`src/rtl/mem_port_arbiter.sv`:
```
// Serialises CPU and DMA accesses onto one fixed-latency synchronous memory.
// Define ARB_FIXED_PRIO_EN for fixed CPU priority; the default is round-robin.
module mem_port_arbiter #(
    parameter int ADDR_W  = 32,
    parameter int DATA_W  = 32,
    parameter int MEM_LAT = 2
) (
    input  logic              clk,
    input  logic              rst,
    input  logic              cpu_req_i,
    input  logic              cpu_we_i,
    input  logic [ADDR_W-1:0] cpu_addr_i,
    input  logic [DATA_W-1:0] cpu_wdata_i,
    output logic              cpu_gnt_o,
    output logic              cpu_rvalid_o,
    output logic [DATA_W-1:0] cpu_rdata_o,
    output logic              cpu_stall_o,
    input  logic              dma_req_i,
    input  logic              dma_we_i,
    input  logic [ADDR_W-1:0] dma_addr_i,
    input  logic [DATA_W-1:0] dma_wdata_i,
    output logic              dma_gnt_o,
    output logic              dma_rvalid_o,
    output logic [DATA_W-1:0] dma_rdata_o,
    output logic              mem_en_o,
    output logic              mem_we_o,
    output logic [ADDR_W-1:0] mem_addr_o,
    output logic [DATA_W-1:0] mem_wdata_o,
    input  logic [DATA_W-1:0] mem_rdata_i,
    output logic              busy_o
);

    typedef enum logic [1:0] {IDLE, ISSUE, WAIT, DONE} state_e;

    localparam int CNT_W = (MEM_LAT > 1) ? $clog2(MEM_LAT) : 1;

    state_e            state_q;
    logic [CNT_W-1:0]  cnt_q;
    logic              win_dma_q;
    logic              win_dma_d;
    logic              we_q;
    logic [ADDR_W-1:0] addr_q;
    logic [DATA_W-1:0] wdata_q;
    logic              cpu_gnt_q, dma_gnt_q;
    logic              cpu_rvalid_q, dma_rvalid_q;
    logic [DATA_W-1:0] cpu_rdata_q, dma_rdata_q;
    logic              mem_en_q, mem_we_q;
    logic              busy_q;
`ifndef ARB_FIXED_PRIO_EN
    logic              prefer_dma_q;
`endif

    // Winner chosen from the requests sampled in IDLE.
    always_comb begin
        win_dma_d = 1'b0;
`ifdef ARB_FIXED_PRIO_EN
        win_dma_d = ~cpu_req_i;
`else
        if (cpu_req_i && dma_req_i) begin
            win_dma_d = prefer_dma_q;
        end else begin
            win_dma_d = dma_req_i;
        end
`endif
    end

    always_ff @(posedge clk) begin
        if (rst) begin
            // Data registers are reset too: every output must read 0 after reset.
            state_q      <= IDLE;
            cnt_q        <= '0;
            win_dma_q    <= 1'b0;
            we_q         <= 1'b0;
            addr_q       <= '0;
            wdata_q      <= '0;
            cpu_gnt_q    <= 1'b0;
            dma_gnt_q    <= 1'b0;
            cpu_rvalid_q <= 1'b0;
            dma_rvalid_q <= 1'b0;
            cpu_rdata_q  <= '0;
            dma_rdata_q  <= '0;
            mem_en_q     <= 1'b0;
            mem_we_q     <= 1'b0;
            busy_q       <= 1'b0;
`ifndef ARB_FIXED_PRIO_EN
            prefer_dma_q <= 1'b0;
`endif
        end else begin
            // NOTE: non-blocking defaults make the strobes single-cycle pulses; a
            // later assignment in the case below overrides them for this edge only.
            cpu_gnt_q    <= 1'b0;
            dma_gnt_q    <= 1'b0;
            cpu_rvalid_q <= 1'b0;
            dma_rvalid_q <= 1'b0;
            mem_en_q     <= 1'b0;
            mem_we_q     <= 1'b0;
            case (state_q)
                IDLE: begin
                    if (cpu_req_i || dma_req_i) begin
                        win_dma_q <= win_dma_d;
                        we_q      <= win_dma_d ? dma_we_i    : cpu_we_i;
                        addr_q    <= win_dma_d ? dma_addr_i  : cpu_addr_i;
                        wdata_q   <= win_dma_d ? dma_wdata_i : cpu_wdata_i;
                        mem_en_q  <= 1'b1;
                        mem_we_q  <= win_dma_d ? dma_we_i    : cpu_we_i;
                        cpu_gnt_q <= ~win_dma_d;
                        dma_gnt_q <= win_dma_d;
                        busy_q    <= 1'b1;
`ifndef ARB_FIXED_PRIO_EN
                        prefer_dma_q <= ~win_dma_d;
`endif
                        state_q   <= ISSUE;
                    end
                end
                ISSUE: begin
                    cnt_q   <= CNT_W'(MEM_LAT - 1);
                    state_q <= WAIT;
                end
                WAIT: begin
                    // Count of zero marks the cycle mem_rdata is valid.
                    if (cnt_q == '0) begin
                        if (win_dma_q) begin
                            dma_rdata_q <= we_q ? '0 : mem_rdata_i;
                        end else begin
                            cpu_rdata_q <= we_q ? '0 : mem_rdata_i;
                        end
                        cpu_rvalid_q <= ~win_dma_q;
                        dma_rvalid_q <= win_dma_q;
                        state_q      <= DONE;
                    end else begin
                        cnt_q <= cnt_q - CNT_W'(1);
                    end
                end
                DONE: begin
                    busy_q  <= 1'b0;
                    state_q <= IDLE;
                end
                default: state_q <= IDLE;
            endcase
        end
    end

    assign cpu_gnt_o    = cpu_gnt_q;
    assign dma_gnt_o    = dma_gnt_q;
    assign cpu_rvalid_o = cpu_rvalid_q;
    assign dma_rvalid_o = dma_rvalid_q;
    assign cpu_rdata_o  = cpu_rdata_q;
    assign dma_rdata_o  = dma_rdata_q;
    assign cpu_stall_o  = cpu_req_i & ~cpu_rvalid_q;
    assign mem_en_o     = mem_en_q;
    assign mem_we_o     = mem_we_q;
    assign mem_addr_o   = addr_q;
    assign mem_wdata_o  = wdata_q;
    assign busy_o       = busy_q;

endmodule

```
`config.mk`:
```
export PLATFORM = sky130hd
export DESIGN_NAME = mem_port_arbiter
export DESIGN_NICKNAME = d
export VERILOG_FILES = /design/src/rtl/mem_port_arbiter.sv
export SDC_FILE = /design/constraint.sdc
export NUM_CORES = 1
export LEC_CHECK = 0
export CAP_MARGIN = 5
export CORE_MARGIN = 2
export CORE_UTILIZATION = 41
export DETAILED_ROUTE_END_ITERATION = 10
export GPL_TIMING_DRIVEN = 0
export PLACE_DENSITY = 0.9
export SYNTH_ARGS = -nofsm -noshare
export SYNTH_HDL_FRONTEND = slang
export SYNTH_SLANG_ARGS = --single-unit
```
`constraint.sdc`:
```
create_clock -name clk -period 1.9 [get_ports clk]
set_input_delay 0.38 -clock clk [delete_from_list [all_inputs] [get_ports clk]]
set_output_delay 0.38 -clock clk [all_outputs]
set_load 0.1 [all_outputs]
```
; Word level (Yosys, flattened, before mapping)
; Cells that the tools add are included.
[totals]
ramBits = 0
mem_count = 0
out_inout_bits = 136
inputBits = 166
elab_cells = 56
latchBits = 0
regBits = 141
romBits = 0
[classes]
n_reduce_logical = 13
bitwise_logic = 8
addsub = 1
magnitude_cmp = 0
mux = 13
eq_ne = 5
div = 0
n_shift = 0
multipliers = 0
[op_table]
columns = cell, n
row1 = two-way mux 32 bit, 3
row2 = one-hot mux 2 bit (4 select lines), 1
row3 = inverter 1 bit, 7
row4 = AND reduction 2 bit, 3
row5 = AND reduction 3 bit, 2
row6 = OR reduction 3 bit, 2
row7 = two-way mux 1 bit, 5
row8 = == test 2 bit (second input constant), 2
row9 = two-way mux 2 bit, 2
row10 = inequality test 2 bit (second input constant), 2
row11 = one-hot mux 1 bit (2 select lines), 2
row12 = nonzero test 2 bit, 2
row13 = == test 2 x 1 -> 1 bit (second input constant), 1
row14 = logical NOT 2 bit, 1
row15 = OR reduction 2 bit, 1
row16 = AND 1 bit, 1
row17 = logical AND 1 bit, 1
row18 = logical OR 1 bit, 1
row19 = subtractor 1 bit (second input constant), 1

; Logic depth before layout (Yosys ltp)
[logic_depth]
word_depth = 3
mapped_depth = 8
depth_no_buf = 5

; Worst setup path after synthesis
; No wires, ideal clock.
[synth_path]
path_kind = reg2out
start = register cpu_rvalid_q, in the netlist cpu_rvalid_o
end = output port cpu_stall_o
t_arrival_ns = 2.114
slack_ns = -0.594
path_stages_with_launch = 2
t_required_ns = 1.520
n_path_buf = 0
cell_sequence = dfxtp_1 nor2b_1
[synth_between]
elab_chain_len = 2
[synth_lines]
columns = item, line_no
row1 = start: declaration, 45  ; logic cpu_rvalid_q, dma_rvalid_q;
row2 = start signal: assignment, 127  ; cpu_rvalid_q <= ~win_dma_q;
row3 = inverter 1 bit, 149  ; assign cpu_stall_o = cpu_req_i & ~cpu_rvalid_q;
row4 = AND 1 bit, 149
row5 = end: declaration, 17  ; output logic cpu_stall_o,
; No other way between the ends.

; Worst setup path after layout
[layout_path]
start = input port cpu_req_i
end = output port cpu_stall_o
[layout_between]
elab_chain_len = 1
[layout_lines]
columns = item, line_no
row1 = start: declaration, 10  ; input logic cpu_req_i,
row2 = AND 1 bit, 149
; No other way between the ends.

==> impl_metrics.toml <==
[timing]
fmaxAchievable_mhz = 548.1
fin_skew_ps = 5.824
drv_slew = 0
period_needed_ps = 1824
slew_headroom_pct = 50.04
setup_violations = 0
period_share_pct = 96.02
hold_viol_final = 0
tightest_slew_ps = 749.3
rsz0062_at_grt = "false"
tns_ps = 0

[global_routing]
grt_pass1_wl_mm = 33.91
grt_pass1_vias = 6847
overflow = 0
grt_max_degree = 17
antenna_found_initial = 0
track_usage_pct = 26.06

[yosys]
avgSynthCellArea_sq_um = 8.527
synth.most_common_cell = "dfxtp_1"
synth_seq_area_share_pct = 44.37
yosysTopAreaCell = "dfxtp_1"
ys_top_cells_by_area = "dfxtp_1, a311oi_2, nand2_1, a21oi_1, nand3_1"
syn-cell-area_sq_um = 6361
synth_edf_count = 0
synth_top_area_share_pct = 44.37
synth_cell_type_count = 37
synth_cells = 746
synth_nets = 917
synth-main-ff-cell = "dfxtp_1"
synthTopCellsByCount = "dfxtp_1, nand2_1, nor2_1"
ys_warn_count = 0
async_flop_share_pct = 0
ys_seq_elements = 141

[power_and_ir_drop]
p_per_area_nw_per_um2 = 1636
power.total_mw = 16.97
leakage_nw = 3.599
peakVddDrop_mv = 0.9791

[die]
fp-row-count = 45
start_util_pct = 41.84
core_area_sq_um = 15200
ios = 302
fp.dieArea_sq_um = 16530
fp.dieH_um = 128.6
die_w_um = 128.6

[cts]
cts_tree = "built"
clockBufferDepth = 2
path_clk_slew_ps = 50
cts_made_buffers = 17
root_buffer = "clkbuf_16"
cts.sinks = 141
hold_buffers = 0
clk_latency_ps = 410
htree_num_levels = 4

[critical_path]
path_buf_inv = 2
slowest_stage = "clkdlybuf4s50_1"
critPathTopFamily = "buffers and inverters"
required_ps = 1520
cp_data_arrival_time_ps = 1440
end_kind = "primary output"
critPathLaunchType = "primary input"
crit_cells = 3
cp_cell_sequence = "clkdlybuf4s50_1 > nor2b_4 > buf_4"
cp_max_fo = 6
critPathMaxStageDelay_ps = 600
crit_type = "primary input to primary output"
r2r_cells = 7

[final_layout]
drive_gt1_share_pct = 25.44
diodes = 0
instances_no_fill = 1265
nNetsFinal = 1235
multiInputGateArea_sq_um = 3127
utilization_pct = 68.25
syn_to_final_growth_pct = 63.10
fillers = 1206
seq_area_sq_um = 2823
design_area_sq_um = 10380

[routing]
wl_per_cell_um = 17.42
drc = 0
vias_per_cell = 5.325
dr_total_vias = 6736
first_pass_iters = 5
drtAntennaViolNets = 0
routed_wl_mm = 22.04
drtIter0Drc = 252

[placed_design]
gp_congestion = 0.8526
placedCellCount = 1233
place_hpwl_mm = 16.36
port_buffers = 299
post_dp_cell_area_sq_um = 9597

[outcome]
run_status = "complete, no violations"

[flow_run]
cap_violations = 0

[min_path]
hold_depth = 2
hold_class = "register to register"
-- layout make-up --
class                   count  share of cell area (%)
clock buffers              19                   4.269
plain buffers              77                   3.919
well taps                 188                   2.267
repair buffers            299                   30.45
clock inverters            13                   1.604
inverters                   4                  0.1447
flip-flops and latches    141                   27.21
multi-input cells         524                   30.14
-- stage by stage --
step,setup slack [ps],hold slack [ps]
finish,75.62,452.0
global placement,-749.0,441.2
detailed placement,-760.7,446.5
CTS,51.71,443.6
global route,5.754,469.3
floorplan,222.4,466.7
-- repair_timing --
action	4_1_cts	5_1_grt
resized for setup	411	4
setup endpoints to repair	136	20
buffers inserted	0	0
-- logic make-up (layout without fill, tap and decap cells) --
logic type / count (synthesis) / after routing / share of synthesized area (%)
adders and majority gates: 5 / 5 / 0.9835
and+or+nand+nor: 313 / 313 / 21.97
buffers and inverters: 81 / 412 / 6.589
AOI/OAI and AO/OA: 206 / 206 / 26.08
DFF: 141 / 141 / 44.37
-- worst register-to-register path, cell delays in order (launching register included) --
cell	delay (ps)
dfxtp_1	320
inv_1	120
ha_1	230
or3b_1	350
clkbuf_1	170
buf_2	220
nand2_1	100
a21oi_1	80
-- per-layer routing --
metal	global-route usage, %	up-vias	share of wire [%]
li1	-	3260	-
met1	28.05	3141	38
met2	47.59	285	51
met3	7.318	50	7.4
met4	11.64	0	3.1
met5	0	-	0
-- final timing paths --
check,from,slack (ps),endpoint
setup / recovery,cpu_req_i,80,cpu_stall_o
hold / removal,cpu_rdata_o[4],450,cpu_rdata_o[4]
setup reg to reg,state_q[0],160,cpu_rdata_o[20]
hold reg to reg,cpu_rdata_o[4],450,cpu_rdata_o[4]
-- layout by cell type, fill, tap and decap left out, types with 27 or more instances in the layout --
cell type	netlist	layout
a21oi_1	68	68
a311oi_2	59	59
buf_2	27	27
clkbuf_1	33	32
clkdlybuf4s15_2	0	135
clkdlybuf4s50_1	0	163
dfxtp_1	141	141
nand2_1	130	130
nand3_1	66	66
nor2_1	70	70
nor2b_1	33	32
o21ai_0	57	57
-- registers in the layout, indices dropped and copies added (netlist names) --
name,count
mem_wdata_o,32
cpu_rdata_o,32
win_dma_q,1
dma_rdata_o,32
busy_o,1
dma_gnt_o,1
prefer_dma_q,1
mem_addr_o,32
state_q,2
cpu_rvalid_o,1
cpu_gnt_o,1
mem_we_o,1
dma_rvalid_o,1
cnt_q,1
we_q,1
mem_en_o,1
-- report_power, final --
group | leakage (nW) | internal [mW] | switching [mW]
logic | 2.17 | 2.42 | 7.09
registers | 1.16 | 3.65 | 0.393
clock network | 0.278 | 2.10 | 1.32
total | 3.60 | 8.17 | 8.80
Power figures use the tool's default switching activity.
